`config.mk`:
```
export PLATFORM = sky130hd
export DESIGN_NAME = seg_scan_flat
export DESIGN_NICKNAME = d
export VERILOG_FILES = /design/src/rtl/seg_pkg.sv /design/src/rtl/seg_scan_if.sv /design/src/rtl/seg_hex.sv /design/src/rtl/seg_scan.sv /design/src/flat_wrapper.sv
export SDC_FILE = /design/constraint.sdc
export NUM_CORES = 1
export LEC_CHECK = 0
export ABC_AREA = 1
export CAP_MARGIN = 20
export CELL_PAD_IN_SITES_DETAIL_PLACEMENT = 2
export CELL_PAD_IN_SITES_GLOBAL_PLACEMENT = 2
export CORE_MARGIN = 4
export CORE_UTILIZATION = 31
export CTS_BUF_LIST = sky130_fd_sc_hd__clkbuf_2 sky130_fd_sc_hd__clkbuf_4 sky130_fd_sc_hd__clkbuf_8
export DETAILED_ROUTE_END_ITERATION = 8
export GPL_ROUTABILITY_DRIVEN = 1
export MAX_ROUTING_LAYER = met4
export PLACE_DENSITY_LB_ADDON = 0.3
export SLEW_MARGIN = 10
export SYNTH_ARGS = -nofsm -noshare
export SYNTH_HDL_FRONTEND = slang
export SYNTH_HIERARCHICAL = 1
export SYNTH_SLANG_ARGS = --single-unit
```
`constraint.sdc`:
```
create_clock -name clk -period 1.82 [get_ports clk]
set_clock_uncertainty 0.1 [all_clocks]
set_input_delay 0.182 -clock clk [delete_from_list [all_inputs] [get_ports clk]]
set_output_delay 0.182 -clock clk [all_outputs]
set_load 0.1 [all_outputs]
```
`src/rtl/seg_pkg.sv`:
```
// Shared constants and the hex-to-segment glyph lookup used by the display driver.
// Segments are active-low, ordered a..g on bits 7..1 with the decimal point on bit 0.
package seg_pkg;

    typedef logic [7:0] seg_t;

    localparam seg_t SEG_BLANK = 8'hFF;

    localparam seg_t GLYPHS [16] = '{
        8'h03, 8'h9F, 8'h25, 8'h0D, 8'h99, 8'h49, 8'h41, 8'h1F,
        8'h01, 8'h09, 8'h11, 8'hC1, 8'h63, 8'h85, 8'h61, 8'h71
    };

    function automatic seg_t hex2seg(input logic [3:0] nibble);
        return GLYPHS[nibble];
    endfunction

endpackage

```
`src/rtl/seg_scan_if.sv`:
```
// Load/mask inputs and display outputs of the multi-digit driver, bundled as one bus.
interface seg_scan_if #(
    parameter int DIGITS = 8
);

    logic                  load;
    logic [4*DIGITS-1:0]   value;
    logic [DIGITS-1:0]     blank_mask;
    logic [DIGITS-1:0]     dp_mask;
    logic [DIGITS-1:0]     blink_mask;
    logic                  lz_en;
    logic [8*DIGITS-1:0]   seg_par;
    logic [7:0]            seg_mux;
    logic [DIGITS-1:0]     an_n;
    logic                  frame;

    modport master (
        output load, value, blank_mask, dp_mask, blink_mask, lz_en,
        input  seg_par, seg_mux, an_n, frame
    );

    modport slave (
        input  load, value, blank_mask, dp_mask, blink_mask, lz_en,
        output seg_par, seg_mux, an_n, frame
    );

endinterface

```
`src/rtl/seg_hex.sv`:
```
// Combinational single-digit decoder: 4-bit nibble to active-low seven-segment glyph.
module seg_hex
    import seg_pkg::*;
(
    input  logic [3:0] nibble,
    output seg_t       seg
);

    assign seg = hex2seg(nibble);

endmodule

```
`src/rtl/seg_scan.sv`:
```
// Multi-digit hex display driver with frame-synchronous double buffering, masking,
// blinking, leading-zero suppression, and both static and scanned segment outputs.
module seg_scan #(
    parameter int DIGITS       = 8,
    parameter int SCAN_DIV     = 1000,
    parameter int BLINK_FRAMES = 64
) (
    input  logic       clk,
    input  logic       rst_n,
    seg_scan_if.slave  bus
);

    import seg_pkg::*;

    localparam int DIV_W = $clog2(SCAN_DIV);
    localparam int IDX_W = (DIGITS > 1) ? $clog2(DIGITS) : 1;
    localparam int BLK_W = (BLINK_FRAMES > 1) ? $clog2(BLINK_FRAMES) : 1;

    logic [4*DIGITS-1:0] pend_value;
    logic [DIGITS-1:0]   pend_blank;
    logic [DIGITS-1:0]   pend_dp;
    logic [DIGITS-1:0]   pend_blink;
    logic                pend_lz;
    logic                pend;

    logic [4*DIGITS-1:0] act_value;
    logic [DIGITS-1:0]   act_blank;
    logic [DIGITS-1:0]   act_dp;
    logic [DIGITS-1:0]   act_blink;
    logic                act_lz;

    logic [DIV_W-1:0]    div;
    logic [IDX_W-1:0]    idx;
    logic [BLK_W-1:0]    blink_cnt;
    logic                blink_on;

    logic                div_wrap;
    logic                idx_last;
    logic                boundary;

    seg_t                glyph   [DIGITS];
    seg_t                pattern [DIGITS];
    logic [DIGITS-1:0]   lz_sup;
    logic                zero_run;

    assign div_wrap = (div == DIV_W'(SCAN_DIV - 1));
    assign idx_last = (idx == IDX_W'(DIGITS - 1));
    assign boundary = div_wrap && idx_last;

    // Slot divider, digit index and the frame-rate blink phase.
    always_ff @(posedge clk or negedge rst_n) begin
        if (!rst_n) begin
            div       <= '0;
            idx       <= '0;
            blink_cnt <= '0;
            blink_on  <= 1'b1;
        end else begin
            if (div_wrap) begin
                div <= '0;
                idx <= idx_last ? '0 : idx + 1'b1;
            end else begin
                div <= div + 1'b1;
            end
            if (boundary) begin
                if (blink_cnt == BLK_W'(BLINK_FRAMES - 1)) begin
                    blink_cnt <= '0;
                    blink_on  <= ~blink_on;
                end else begin
                    blink_cnt <= blink_cnt + 1'b1;
                end
            end
        end
    end

    // Double buffer: a load in the boundary cycle still commits the older pending
    // set now and keeps the new one pending for the following frame.
    always_ff @(posedge clk or negedge rst_n) begin
        if (!rst_n) begin
            pend_value <= '0;
            pend_blank <= '0;
            pend_dp    <= '0;
            pend_blink <= '0;
            pend_lz    <= 1'b0;
            pend       <= 1'b0;
            act_value  <= '0;
            act_blank  <= '1;
            act_dp     <= '0;
            act_blink  <= '0;
            act_lz     <= 1'b0;
        end else begin
            if (boundary && pend) begin
                act_value <= pend_value;
                act_blank <= pend_blank;
                act_dp    <= pend_dp;
                act_blink <= pend_blink;
                act_lz    <= pend_lz;
            end
            if (bus.load) begin
                pend_value <= bus.value;
                pend_blank <= bus.blank_mask;
                pend_dp    <= bus.dp_mask;
                pend_blink <= bus.blink_mask;
                pend_lz    <= bus.lz_en;
                pend       <= 1'b1;
            end else if (boundary) begin
                pend <= 1'b0;
            end
        end
    end

    for (genvar g = 0; g < DIGITS; g++) begin : gen_hex
        seg_hex u_hex (
            .nibble (act_value[4*g +: 4]),
            .seg    (glyph[g])
        );
    end

    // A zero run from the most significant digit downward marks suppressible digits.
    always_comb begin
        zero_run = 1'b1;
        lz_sup   = '0;
        for (int i = DIGITS - 1; i >= 0; i--) begin
            zero_run = zero_run && (act_value[4*i +: 4] == 4'h0);
            if (i != 0) begin
                lz_sup[i] = act_lz && zero_run;
            end
        end
    end

    always_comb begin
        for (int i = 0; i < DIGITS; i++) begin
            pattern[i] = SEG_BLANK;
            if (act_blank[i] || (act_blink[i] && !blink_on)) begin
                pattern[i] = SEG_BLANK;
            end else if (lz_sup[i]) begin
                pattern[i] = {7'h7F, ~act_dp[i]};
            end else begin
                pattern[i] = {glyph[i][7:1], glyph[i][0] & ~act_dp[i]};
            end
        end
    end

    // Mux segments and digit enable come from the same idx, so they stay aligned.
    always_ff @(posedge clk or negedge rst_n) begin
        if (!rst_n) begin
            bus.seg_par <= '1;
            bus.seg_mux <= SEG_BLANK;
            bus.an_n    <= '1;
            bus.frame   <= 1'b0;
        end else begin
            for (int i = 0; i < DIGITS; i++) begin
                bus.seg_par[8*i +: 8] <= pattern[i];
            end
            bus.seg_mux <= pattern[idx];
            bus.an_n    <= ~(DIGITS'(1) << idx);
            bus.frame   <= boundary;
        end
    end

endmodule

```
`src/flat_wrapper.sv`:
```
// flat-port wrapper written by rule: the top's interface ports become plain ports
module seg_scan_flat import seg_pkg::*;
#(
    parameter int DIGITS       = 8,
    parameter int SCAN_DIV     = 1000,
    parameter int BLINK_FRAMES = 64
)
  (clk, rst_n, bus_load, bus_value, bus_blank_mask, bus_dp_mask, bus_blink_mask, bus_lz_en, bus_seg_par, bus_seg_mux, bus_an_n, bus_frame);
  seg_scan_if #(.DIGITS(DIGITS)) bus_i ();
  input  logic clk;
  input  logic rst_n;
  input wire logic [$bits(bus_i.load)-1:0] bus_load;
  input wire logic [$bits(bus_i.value)-1:0] bus_value;
  input wire logic [$bits(bus_i.blank_mask)-1:0] bus_blank_mask;
  input wire logic [$bits(bus_i.dp_mask)-1:0] bus_dp_mask;
  input wire logic [$bits(bus_i.blink_mask)-1:0] bus_blink_mask;
  input wire logic [$bits(bus_i.lz_en)-1:0] bus_lz_en;
  output wire logic [$bits(bus_i.seg_par)-1:0] bus_seg_par;
  output wire logic [$bits(bus_i.seg_mux)-1:0] bus_seg_mux;
  output wire logic [$bits(bus_i.an_n)-1:0] bus_an_n;
  output wire logic [$bits(bus_i.frame)-1:0] bus_frame;
  assign bus_i.load = bus_load;
  assign bus_i.value = bus_value;
  assign bus_i.blank_mask = bus_blank_mask;
  assign bus_i.dp_mask = bus_dp_mask;
  assign bus_i.blink_mask = bus_blink_mask;
  assign bus_i.lz_en = bus_lz_en;
  assign bus_seg_par = bus_i.seg_par;
  assign bus_seg_mux = bus_i.seg_mux;
  assign bus_an_n = bus_i.an_n;
  assign bus_frame = bus_i.frame;
  seg_scan #(.DIGITS(DIGITS), .SCAN_DIV(SCAN_DIV), .BLINK_FRAMES(BLINK_FRAMES)) u_core (.clk(clk), .rst_n(rst_n), .bus(bus_i));
endmodule
```
After elaboration in Yosys (flattened, before gate mapping). Memories as Yosys holds them, arrays and structs flattened. Index checks and enable logic that the tools add are counted.

Memory bits (read-only): 1024. Word-level logic and storage cells: 150. Memories: 8. Bits in registers: 216.

Magnitude comparators: 9. Reductions and logical operators: 41. $add $sub $neg: 3. Mux-type cells: 39. Bitwise gates (word level): 27. Shifts and indexed selects: 1. Equal/unequal tests: 3.

Memories: (no name shown) (words 16, bits a word 8, read ports 1, clocked after Yosys merged registers in 0, write ports 0, line seg_pkg.sv:15) `return GLYPHS[nibble];`; (no name shown) (words 16, bits a word 8, read ports 1, clocked after Yosys merged registers in 0, write ports 0, line seg_pkg.sv:15); (no name shown) (words 16, bits a word 8, read ports 1, clocked after Yosys merged registers in 0, write ports 0, line seg_pkg.sv:15); (no name shown) (words 16, bits a word 8, read ports 1, clocked after Yosys merged registers in 0, write ports 0, line seg_pkg.sv:15); (no name shown) (words 16, bits a word 8, read ports 1, clocked after Yosys merged registers in 0, write ports 0, line seg_pkg.sv:15); (no name shown) (words 16, bits a word 8, read ports 1, clocked after Yosys merged registers in 0, write ports 0, line seg_pkg.sv:15); +2 memories.

Operator list (number): 8-bit two-way mux (33); 5-bit >= comparator (second input constant) (8); 4-bit NOT with 5-bit output (8); 4-bit logical NOT (7); 8-bit binary-select mux with 3-bit select (1); 1-bit logical AND (23); 10-bit by 1-bit adder with 10-bit output (second input constant) (1); 10-bit == test (second input constant) (1); 10-bit two-way mux (1); 1-bit NOT (9); 1-bit bitwise AND (8); 1-bit logical OR (8); 8-bit NOT (1); 1-bit by 3-bit left shift with 8-bit output (first input constant) (1); 6-bit by 1-bit adder with 6-bit output (second input constant) (1); 6-bit == test (second input constant) (1); 6-bit two-way mux (1); 4-bit >= comparator (second input constant) (1); 3-bit NOT with 4-bit output (1); 3-bit by 1-bit adder with 3-bit output (second input constant) (1); 3-bit == test (second input constant) (1); 3-bit two-way mux (1); 1-bit two-way mux (2); 2-bit AND reduction (1); 2 further kinds (2).

Logic depth before layout (Yosys ltp).
Depth in word-level cells: 13. Depth in mapped cells: 14.

Cells and area by module. Netlist, hierarchy kept.

By module, submodules not included: seg_scan (times used 1, sequential area each 5516.5 um^2, area an instance 8805.9 um^2, cells each 922); seg_hex (times used 8, sequential area each 0.0 um^2, area an instance 285.3 um^2, cells each 51).

Worst setup path before layout. No wires, ideal clock.

Kind: reg-to-reg. Start point: reg u_core.act_value[1]. End point: reg u_core.bus.seg_mux[4]. Setup slack: 30 ps. Data arrival time: 1614 ps. Library setup time: 76 ps. Cell stages (with the launch flop): 13. Buffers on the path: 0. Cell sequence: dfrtp_1 inv_1 ha_1 nand2_1 nand3_1 nand2_1 or2_2 o21ai_0 inv_1 nand2_1 nand2_1 nand2_1 nand2_1.

RTL lines: start: declaration (line seg_scan.sv:26) `logic [4*DIGITS-1:0] act_value;`; start signal: assignment (line seg_scan.sv:92) `act_value <= pend_value;`; end signal: assignment (line seg_scan.sv:154) `bus.seg_mux <= pattern[idx];`; end: declaration (line seg_scan_if.sv:24) `output seg_par, seg_mux, an_n, frame`.

==> flow_summary_export.csv <==
group,metric,value,unit
floorplan,die_h,197,microns
outcome,outcome,"finished with violations",
timing,slew_viol_final,0,
synth,seq_area_frac_synth,0.498,
cts,cts_max_level,2,
cts,cts_made_buffers,40,
placement,place.gp.congestion,0.815,
detailed_routing,avgRoutedWirePerCell,25.9,microns
setup_path,rr_worst_depth,10,
setup_path,worstSetupEndpointType,"register",
detailed_routing,drt_iter0_drc,495,
cells_and_area,syn_to_final_growth,55.2,%
detailed_routing,met2_length,28.0,mm
setup_path,cp_max_fo,5,
timing,timing.fmax,469,MHz
timing,rsz0062_at_grt,"yes",
cells_and_area,final_net_count,1759,
setup_path,path_cells,"inv_2 -> ha_1 -> nand2_1 -> nand3_1 -> nand2_1 -> or2_2 -> a21oi_2 -> nand2_1 -> nand3_1 -> nand2_1",
setup_path,crit_type,"register to register",
cts,clock_tree.buffer_depth,3,
cells_and_area,layout_commonest_cell,"nand2_1",
floorplan,die-width,197,microns
flow_run,max_cap_viol_count,0,
cts,clock-sinks,216,
pwr,ir_worst_vdd,0.524,mV
timing,period_minus_slack,2130,ps
global_route,overflow,0,
cts,clock-root-buffer,"clkbuf_8",
detailed_routing,vias,10900,
placement,dp.cells,1992,
timing,relSlewSlack,0.565,
setup_path,crit_path_start_kind,"register",
timing,setup_viol,102,
global_route,grt_max_degree,68,
cts,clk_latency,600,ps
global_route,grt_pass1_wl,71.3,mm
floorplan,initial_core_util,0.313,
synth,synth_nets,1454,
detailed_routing,wirelength,55.1,mm
floorplan,rows,69,
cells_and_area,final_cells,2129,
detailed_routing,post_drt_via_cell_ratio,5.13,
placement,hpwlAfterDp,28.6,mm
placement,portBuffers,140,
detailed_routing,wl_met1,21.8,mm
synth,syn_area,11100,sq um
cells_and_area,layout_common_cells,"320 x nand2_1, 144 x inv_1, 133 x buf_4",
synth,syn_avg_cell_area,8.34,sq um
detailed_routing,top_layer,"met4",
detailed_routing,route.detailed.drc,0,
synth,synth_cells,1330,
global_route,grt_pass1_vias,11800,
global_route,grt.total_usage,0.242,
timing,hold_viol,0,
setup_path,worstPathRequired,2230,ps
synth,synth-edff-count,0,
setup_path,crit_slowest_cell,"dfrtp_2",
timing,min_period_over_period,1.17,
setup_path,r2r-start,"u_core/act_value[28]$_DFFE_PN0P_",
floorplan,coreArea,35400,sq um
floorplan,ios,141,
detailed_routing,met3_length,2.50,mm
setup_path,ff2ff_setup_slack,-310,ps
pwr,leakagePower,0.00825,uW
setup_path,cp_data_arrival_time,2540,ps
floorplan,fp.dieArea,38900,sq um
synth,synth_flop_cell,"dfrtp_1",
synth,yosysWarnings,6,
setup_path,slowest_delay,470,ps
setup_path,cp_common_cell,"nand2_1",
setup_path,r2r-end,"u_core/bus.seg_mux[3]$_DFF_PN1_",
synth,yosys.cell_types.count,39,
synth,ys_ff_latch,216,
global_route,antenna_found_initial,1,
cts,cts_tree,"done",
timing,worst_slack,-313,ps
synth,async_flop_share,1.00,
setup_path,crit_family,"simple AND/OR/NAND/NOR gates",
hold_path,min_path_type,"primary input to async pin",
cells_and_area,drive_gt1_frac,0.424,
timing,worst-slew-pin-transition,652,ps
detailed_routing,ant_nets,0,
cts,cts.clk_slew.worst_paths,80,ps
pwr,p_per_area,636,nW/um^2
placement,dp_slack,-458,ps
detailed_routing,firstDrtPassIters,5,
outcome,violations,"setup timing",
setup_path,critPathBufInv,1,
kinds of logic after synthesis:
kind of cell / share of synthesized area
compound gates: 0.0948
xor+xnor: 0.00395
fa+ha+maj: 0.0722
buf+inv: 0.0983
flops: 0.498
other cells: 0.00271
simple gates: 0.231
worst reg2reg max path, cell delays in order (launching register included):
cell and delay, ps:
dfrtp_2 470, inv_2 180, ha_1 190, nand2_1 70
nand3_1 140, nand2_1 110, or2_2 350, a21oi_2 150
nand2_1 120, nand3_1 100, nand2_1 70
synthesized netlist by cell type, types with 6 or more instances:
cell      count  share of area
buf_2        12         0.0054
clkbuf_1     25         0.0085
o21ai_2      19          0.015
nand2_1     395           0.13
o21ai_0      85          0.038
inv_1       168          0.057
buf_4         8         0.0054
or2_2        36          0.020
a21oi_1      32          0.014
dfrtp_1     127           0.29
buf_6        17          0.017
nor3_1        6         0.0027
inv_2        10         0.0034
dfstp_2      89           0.21
ha_1         64          0.072
o21ai_1      54          0.024
nor2_1       22         0.0074
conb_1        8         0.0027
nand3_1     126          0.057
worst max-delay path by stage:
| stage | startpoint | end | slack, ps | cells after the start |
|---|---|---|---|---|
| 2_1_floorplan | u_core/act_value[1]$_DFFE_PN0P_ | u_core/bus.seg_mux[4]$_DFF_PN1_ | 30 | 12 |
| 3_3_place_gp | u_core/blink_on$_DFFE_PN1P_ | u_core/bus.seg_mux[5]$_DFF_PN1_ | -390 | 9 |
| 3_5_place_dp | u_core/blink_on$_DFFE_PN1P_ | u_core/bus.seg_mux[5]$_DFF_PN1_ | -460 | 9 |
| 4_1_cts | u_core/div[1]$_DFF_PN0_ | u_core/act_blank[7]$_DFFE_PN1P_ | -150 | 10 |
| 5_1_grt | u_core/act_value[1]$_DFFE_PN0P_ | u_core/bus.seg_mux[7]$_DFF_PN1_ | -380 | 14 |
| 6_report | u_core/act_value[28]$_DFFE_PN0P_ | u_core/bus.seg_mux[3]$_DFF_PN1_ | -310 | 10 |
through the flow:
stage | hold WS, ps | util | area (sq um) | TNS [ps] | power, uW
6_report | 53.0 | 0.486 | 17200 | -12460 | 10900
5_1_grt | 61.3 | 0.486 | 17200 | -19490 | 11400
4_1_cts | 54.0 | 0.467 | 16500 | -7000 | 10800
3_5_place_dp | 105 | 0.410 | 14500 | -15900 | 5720
3_3_place_gp | 107 | 0.410 | 14500 | -8840 | 5690
2_1_floorplan | -214 | - | 11100 | 0 | 5310
power breakdown:
part           internal (uW)  switching [uW]
logic                    254             445
clock network           2880            2370
registers               4940            50.8
total                   8070            2860
timing repair:
action / CTS / global route
endpoints found under the hold margin: 164 / 0
hold buffers: 2 / 0
pin swaps: 32 / 28
setup endpoints to repair: 120 / 111
gates cloned: 7 / 10
resized for setup: 234 / 106
buffers inserted: 29 / 19
final cells by class:
| type | instances | area [sq um] |
|---|---|---|
| fillers | 3708 | 18200 |
| flip-flops and latches | 216 | 5530 |
| multi-input cells | 873 | 5460 |
| repair buffers | 324 | 4070 |
| clock buffers | 67 | 828 |
| inverters | 180 | 704 |
| well taps | 461 | 577 |
| clock inverters | 7 | 38.8 |
| diodes | 1 | 2.50 |
per-layer routing:
layer  GRT usage  vias up
li1            -     4766
met1       0.290     5586
met2       0.430      405
met3      0.0372      166
met4      0.0601        0
met5           -        -
flip-flops by register name, indices dropped and copies added (netlist names), 10 cells and up:
name / cells
u_core/pend_value: 32
u_core/bus.seg_par: 64
u_core/act_value: 32
u_core/div: 10
No activity file was read; power rests on OpenSTA's default activity.
